===== config.mk =====
export PLATFORM = sky130hd
export DESIGN_NAME = issue_scheduler
export DESIGN_NICKNAME = d
export VERILOG_FILES = /design/src/rtl/issue_scheduler_pkg.sv /design/src/rtl/issue_scheduler_lsu_port_fsm.sv /design/src/rtl/issue_scheduler.sv
export SDC_FILE = /design/constraint.sdc
export NUM_CORES = 1
export LEC_CHECK = 0
export CAP_MARGIN = 5
export CORE_MARGIN = 1.5
export CORE_UTILIZATION = 48
export CTS_BUF_LIST = sky130_fd_sc_hd__clkbuf_16
export CTS_CLUSTER_SIZE = 12
export DETAILED_ROUTE_END_ITERATION = 10
export PLACE_DENSITY = 0.85
export SETUP_SLACK_MARGIN = 0.2
export SYNTH_ARGS = -nofsm -noshare
export SYNTH_HDL_FRONTEND = slang
export SYNTH_HIERARCHICAL = 1
export SYNTH_SLANG_ARGS = --single-unit

===== constraint.sdc =====
create_clock -name clk -period 4.2 [get_ports clk]
set_input_delay 0.63 -clock clk [delete_from_list [all_inputs] [get_ports clk]]
set_output_delay 0.63 -clock clk [all_outputs]
set_load 0.05 [all_outputs]

===== src/rtl/issue_scheduler_pkg.sv =====
// Shared types for the issue scheduler: candidate payload, unit/mode encodings,
// LSU port states and the execution-class decode used for arbitration.
package issue_scheduler_pkg;

  localparam int unsigned MULDIV_LAT_DEF = 4;
  localparam int unsigned MD_CNT_W       = 4;
  localparam int unsigned TAG_W          = 6;

  typedef enum logic [2:0] {
    UNIT_ALU    = 3'd0,
    UNIT_BRANCH = 3'd1,
    UNIT_MUL    = 3'd2,
    UNIT_DIV    = 3'd3,
    UNIT_LOAD   = 3'd4,
    UNIT_STORE  = 3'd5
  } unit_t;

  typedef enum logic [1:0] {
    EX_NORMAL   = 2'd0,
    EX_GEN_ADDR = 2'd1,
    EX_SIGNED   = 2'd2,
    EX_UNSIGNED = 2'd3
  } ex_mode_t;

  typedef struct packed {
    logic             is_valid;
    logic [TAG_W-1:0] tag;
    unit_t            unit;
    ex_mode_t         mode;
    logic [4:0]       rd;
    logic [31:0]      imm;
  } ex_content_t;

  typedef enum logic [1:0] {
    LSU_IDLE = 2'd0,
    LSU_REQ  = 2'd1,
    LSU_WAIT = 2'd2
  } lsu_state_t;

  typedef enum logic [1:0] {
    CLS_ALU    = 2'd0,
    CLS_MULDIV = 2'd1,
    CLS_LSU    = 2'd2
  } ex_class_t;

  // Address generation is tagged as ALU upstream, so it falls into the ALU class.
  function automatic ex_class_t unit_class(input unit_t u);
    case (u)
      UNIT_ALU, UNIT_BRANCH: unit_class = CLS_ALU;
      UNIT_MUL, UNIT_DIV:    unit_class = CLS_MULDIV;
      UNIT_LOAD, UNIT_STORE: unit_class = CLS_LSU;
      default:               unit_class = CLS_ALU;
    endcase
  endfunction

endpackage


===== src/rtl/issue_scheduler_lsu_port_fsm.sv =====
// LSU dispatch port: holds one request on lsu_out until the memory port accepts it,
// then waits for the response before allowing another grant.
module lsu_port_fsm
  import issue_scheduler_pkg::*;
(
  input  logic        clk,
  input  logic        rst_n,
  input  logic        flush,
  input  logic        i_go,
  input  ex_content_t i_cand,
  input  logic        lsu_req_ready,
  input  logic        lsu_resp_valid,
  output logic        o_idle,
  output ex_content_t lsu_out
);

  lsu_state_t  r_state;
  ex_content_t r_lsu_out;

  // Port state machine; a flush only cancels a request that memory has not yet taken.
  always_ff @(posedge clk or negedge rst_n) begin
    if (!rst_n) begin
      r_state   <= LSU_IDLE;
      r_lsu_out <= '0;
    end else begin
      case (r_state)
        LSU_IDLE: begin
          if (i_go) begin
            r_state   <= LSU_REQ;
            r_lsu_out <= i_cand;
          end else begin
            r_state   <= LSU_IDLE;
            r_lsu_out <= '0;
          end
        end
        LSU_REQ: begin
          if (flush) begin
            r_state   <= LSU_IDLE;
            r_lsu_out <= '0;
          end else if (lsu_req_ready) begin
            r_state   <= LSU_WAIT;
            r_lsu_out <= '0;
          end else begin
            r_state   <= LSU_REQ;
            r_lsu_out <= r_lsu_out;
          end
        end
        LSU_WAIT: begin
          r_lsu_out <= '0;
          if (lsu_resp_valid) begin
            r_state <= LSU_IDLE;
          end else begin
            r_state <= LSU_WAIT;
          end
        end
        default: begin
          r_state   <= LSU_IDLE;
          r_lsu_out <= '0;
        end
      endcase
    end
  end

  assign o_idle  = (r_state == LSU_IDLE);
  assign lsu_out = r_lsu_out;

endmodule


===== src/rtl/issue_scheduler.sv =====
// Two-wide issue scheduler: decodes candidate classes, arbitrates ALU / MULDIV / LSU
// resources with slot 0 priority and registers each dispatch onto its unit port.
module issue_scheduler
  import issue_scheduler_pkg::*;
#(
  parameter int unsigned MULDIV_LAT = MULDIV_LAT_DEF
) (
  input  logic        clk,
  input  logic        rst_n,
  input  ex_content_t cand [2],
  input  logic        flush,
  output logic        grant [2],
  output ex_content_t alu_out [2],
  output ex_content_t muldiv_out,
  output ex_content_t lsu_out,
  input  logic        lsu_req_ready,
  input  logic        lsu_resp_valid
);

  logic [MD_CNT_W-1:0] r_md_cnt;
  ex_content_t         r_alu_out [2];
  ex_content_t         r_muldiv_out;

  ex_class_t   w_cls0, w_cls1;
  logic        w_req0, w_req1, w_g0, w_g1;
  logic        w_md_free, w_lsu_idle;
  logic        w_alu_s0, w_alu_s1, w_md_s0, w_md_s1, w_lsu_s0, w_lsu_s1;
  logic        w_md_go, w_lsu_go;
  ex_content_t w_alu0_nxt, w_alu1_nxt, w_md_nxt, w_lsu_cand;

  assign w_cls0    = unit_class(cand[0].unit);
  assign w_cls1    = unit_class(cand[1].unit);
  assign w_req0    = rst_n && !flush && cand[0].is_valid;
  assign w_req1    = rst_n && !flush && cand[1].is_valid;
  assign w_md_free = (r_md_cnt == {MD_CNT_W{1'b0}});

  // Per-slot grant; slot 1 only loses a shared resource to a slot 0 grant of the same class.
  always_comb begin
    w_g0 = 1'b0;
    w_g1 = 1'b0;
    case (w_cls0)
      CLS_ALU:    w_g0 = w_req0;
      CLS_MULDIV: w_g0 = w_req0 && w_md_free;
      CLS_LSU:    w_g0 = w_req0 && w_lsu_idle;
      default:    w_g0 = 1'b0;
    endcase
    case (w_cls1)
      CLS_ALU:    w_g1 = w_req1;
      CLS_MULDIV: w_g1 = w_req1 && w_md_free && !(w_g0 && (w_cls0 == CLS_MULDIV));
      CLS_LSU:    w_g1 = w_req1 && w_lsu_idle && !(w_g0 && (w_cls0 == CLS_LSU));
      default:    w_g1 = 1'b0;
    endcase
    grant[0] = w_g0;
    grant[1] = w_g1;
  end

  assign w_alu_s0 = w_g0 && (w_cls0 == CLS_ALU);
  assign w_alu_s1 = w_g1 && (w_cls1 == CLS_ALU);
  assign w_md_s0  = w_g0 && (w_cls0 == CLS_MULDIV);
  assign w_md_s1  = w_g1 && (w_cls1 == CLS_MULDIV);
  assign w_lsu_s0 = w_g0 && (w_cls0 == CLS_LSU);
  assign w_lsu_s1 = w_g1 && (w_cls1 == CLS_LSU);
  assign w_md_go  = w_md_s0 || w_md_s1;
  assign w_lsu_go = w_lsu_s0 || w_lsu_s1;

  // A lone ALU grant always lands on alu_out[0], whichever slot it came from.
  assign w_alu0_nxt = w_alu_s0 ? cand[0] : (w_alu_s1 ? cand[1] : '0);
  assign w_alu1_nxt = (w_alu_s0 && w_alu_s1) ? cand[1] : '0;
  assign w_md_nxt   = w_md_s0 ? cand[0] : (w_md_s1 ? cand[1] : '0);
  assign w_lsu_cand = w_lsu_s0 ? cand[0] : (w_lsu_s1 ? cand[1] : '0);

  // Busy counter spacing MULDIV grants MULDIV_LAT cycles apart.
  always_ff @(posedge clk or negedge rst_n) begin
    if (!rst_n) begin
      r_md_cnt <= {MD_CNT_W{1'b0}};
    end else if (flush) begin
      r_md_cnt <= {MD_CNT_W{1'b0}};
    end else if (w_md_go) begin
      r_md_cnt <= MD_CNT_W'(MULDIV_LAT - 1);
    end else if (!w_md_free) begin
      r_md_cnt <= r_md_cnt - {{(MD_CNT_W-1){1'b0}}, 1'b1};
    end else begin
      r_md_cnt <= r_md_cnt;
    end
  end

  // Single-cycle dispatch registers for the ALU and MULDIV ports.
  always_ff @(posedge clk or negedge rst_n) begin
    if (!rst_n) begin
      r_alu_out[0] <= '0;
      r_alu_out[1] <= '0;
      r_muldiv_out <= '0;
    end else begin
      r_alu_out[0] <= w_alu0_nxt;
      r_alu_out[1] <= w_alu1_nxt;
      r_muldiv_out <= w_md_nxt;
    end
  end

  assign alu_out[0] = r_alu_out[0];
  assign alu_out[1] = r_alu_out[1];
  assign muldiv_out = r_muldiv_out;

  lsu_port_fsm u_lsu_port (
    .clk            (clk),
    .rst_n          (rst_n),
    .flush          (flush),
    .i_go           (w_lsu_go),
    .i_cand         (w_lsu_cand),
    .lsu_req_ready  (lsu_req_ready),
    .lsu_resp_valid (lsu_resp_valid),
    .o_idle         (w_lsu_idle),
    .lsu_out        (lsu_out)
  );

endmodule


==> flow_metrics.tcl <==
set metrics [dict create \
    nets 1155 \
    drive_gt1_share_pct 5.98 \
    cts_resized 0 \
    status "completed" \
    hp-class "primary input to asynchronous set/reset pin" \
    drt_wl_total_microns 26300 \
    cts_buffers 22 \
    wl_per_cell_microns 20.7 \
    dominantRegCellSynth "dfrtp_1" \
    path_clk_slew_ps 50 \
    ir_worst_vdd_v 0.000369 \
    finClkSkew_ps 6.33 \
    drt-vias-per-instance 5.55 \
    ios 301 \
    synth-seq-cells 202 \
    hold_violations 0 \
    placementRows 47 \
    ys_warn_count 6 \
    die_area_sq_um 18100 \
    gp_congestion 0.795 \
    drt_iter0_drc 405 \
    rsz0062_at_grt "no" \
    slew_headroom_pct 23.0 \
    synth_edf_count 0 \
    die_h_microns 134 \
    worst_setup_path_start_kind "primary input" \
    syn_inst 765 \
    cts_hold_buf 0 \
    syn_to_final_growth_pct 45.1 \
    post-dp-hpwl_microns 17000 \
    cp.required_ps 3570 \
    syn_nets 876 \
    overflow 0 \
    worstSetupPathType "primary input to output pin" \
    cts_tree "built" \
    start_util_pct 49.6 \
    first_pass_iters 5 \
    power_density_nw_per_um2 362 \
    clock_latency_ps 500 \
    cts_max_level 1 \
    max_freq_mhz 274 \
    fin_crit_ps 3650 \
    vias 7066 \
    critical_path.max_fanout 5 \
    post_cts.repair.setup_buffers 0 \
    reg2reg_depth 9 \
    clock-sinks 202 \
    totalPowerFinal_mw 4.36 \
    syn_area_sq_um 8290 \
    root_buffer "clkbuf_16" \
    clock_path_buffers 3 \
    maxSlewViolCount 0 \
    grt_pass1_wl_microns 40800 \
    grt_usage_pct 29.3 \
    drcViolationCount 0 \
    ys_seq_area_share_pct 61.0 \
    antenna_cells 0 \
    cp-end-kind "output pin" \
    grt_pass1_vias 7199 \
    numPortBuffers 300 \
    die_w_microns 134 \
    core-area_sq_um 16700 \
    worstMarginPinSlew_ps 1160 \
    min_period_over_period_pct 87.0 \
    maxCapViolCount 0 \
    setup_violations 0 \
    power_leakage_nw 5.59 \
    cp.arrival_ps 3020 \
    syn_area_per_cell_sq_um 10.8 \
    grt_start_max_net_pins 83 \
    antenna_found_initial 0 \
    tns_ps 0 \
    synth_cell_type_count 43 \
    nFillCells 1213 \
    ant_nets 0 \
    async_flop_share_pct 100 \
]
final timing paths:
kind                                        from                      to  slack (ps)
hold reg to reg            u_lsu_port/lsu_out[0]   u_lsu_port/lsu_out[0]         510
setup reg to reg           u_lsu_port/r_state[1]  u_lsu_port/lsu_out[25]        1450
hold / removal                             rst_n             alu_out[59]          20
max in group asynchronous                  rst_n  u_lsu_port/lsu_out[37]        2880
min in group clk           u_lsu_port/lsu_out[0]   u_lsu_port/lsu_out[0]         510
setup / recovery                        cand[89]                grant[1]         550
placed cells by master, fill, tap and decap left out, types with 2 or more instances in the layout:
cell	netlist	layout
nand3b_1	4	4
nand2_1	196	196
a22o_1	97	97
a31oi_1	2	2
o31ai_2	2	2
clkbuf_16	0	23
buf_4	6	14
nor3_1	5	5
a21oi_1	4	4
nand2b_1	6	6
buf_12	0	2
o31ai_1	2	2
clkdlybuf4s50_1	0	298
clkinv_1	0	4
and2_1	46	46
inv_1	6	8
nor2_4	0	2
dfrtp_1	202	202
nor2_1	5	4
clkinv_2	0	4
ha_1	8	8
nand3_1	3	2
o21ai_0	94	94
per-stage QoR:
| step | worst slack [ps] | utilization (%) | hold slack [ps] | instances | area [sq um] |
|---|---|---|---|---|---|
| after CTS | 563 | 72.0 | 20.6 | 1274 | 12000 |
| final | 545 | 72.0 | 19.6 | 1274 | 12000 |
| after global placement | 615 | 68.1 | 487 | 1240 | 11400 |
| after detailed placement | 487 | 68.1 | 492 | 1240 | 11400 |
| after global routing | 342 | 72.0 | 17.9 | 1274 | 12000 |
| after floorplan | 1470 | - | 334 | 765 | 8290 |
cell usage after synthesis (4+ instances only):
cell / n / area, sq um
dfrtp_1: 202 / 5050
nand2_1: 196 / 736
a22o_1: 97 / 850
o21ai_0: 94 / 470
and2_1: 46 / 288
clkbuf_1: 20 / 75.1
buf_2: 17 / 85.1
buf_6: 10 / 113
ha_1: 8 / 100
buf_4: 6 / 45.0
clkbuf_2: 6 / 30.0
inv_1: 6 / 22.5
nand2b_1: 6 / 37.5
nor2_1: 5 / 18.8
nor3_1: 5 / 25.0
a21oi_1: 4 / 20.0
nand3b_1: 4 / 30.0
critical path: stages:
cell	delay, ps
clkdlybuf4s50_1	530
nand2b_1	190
inv_1	90
ha_1	260
nand2b_1	120
a21o_1	170
nand2_1	70
nor2_1	80
clkdlybuf4s50_1	870
kinds of logic (layout without fill, tap and decap cells):
group | Yosys count | in the layout | share of synthesized area (%)
AND/OR/NAND/NOR | 280 | 280 | 15.6
AO/OA/AOI/OAI | 207 | 207 | 17.3
flip-flops | 202 | 202 | 61.0
buffers and inverters | 66 | 355 | 4.65
adder cells (fa/ha/maj) | 8 | 8 | 1.21
XOR/XNOR | 1 | 1 | 0.106
multiplexers | 1 | 1 | 0.136
registers in the layout (all words and copies together) (netlist names):
register	flops
u_lsu_port/r_state	2
r_md_cnt	4
alu_out	98
muldiv_out	49
u_lsu_port/lsu_out	49
routing by layer:
metal  part of all wire (%)  track usage, %  up-vias
li1                       -               -     3170
met1                     39            36.7     3457
met2                     48            48.1      371
met3                    9.2            7.79       68
met4                    3.6            12.9        0
met5                      0               0        -
where the power goes:
| part | leakage [nW] | internal [mW] | switching, mW |
|---|---|---|---|
| Combinational | 2.45 | 0.230 | 0.332 |
| Sequential | 2.80 | 1.99 | 0.0207 |
| Clock | 0.330 | 1.04 | 0.749 |
final cells by class:
class	instances	area (sq um)	area share, %
Clock buffer	23	576	4.79
Clock inverter	11	72.6	0.603
Inverter	6	22.5	0.187
Multi-Input combinational cell	497	2890	24.0
Sequential cell	202	5050	42.0
Tap cell	220	275	2.29
Timing Repair Buffer	315	3140	26.1
Note: power is estimated with default switching activity, not from simulation.
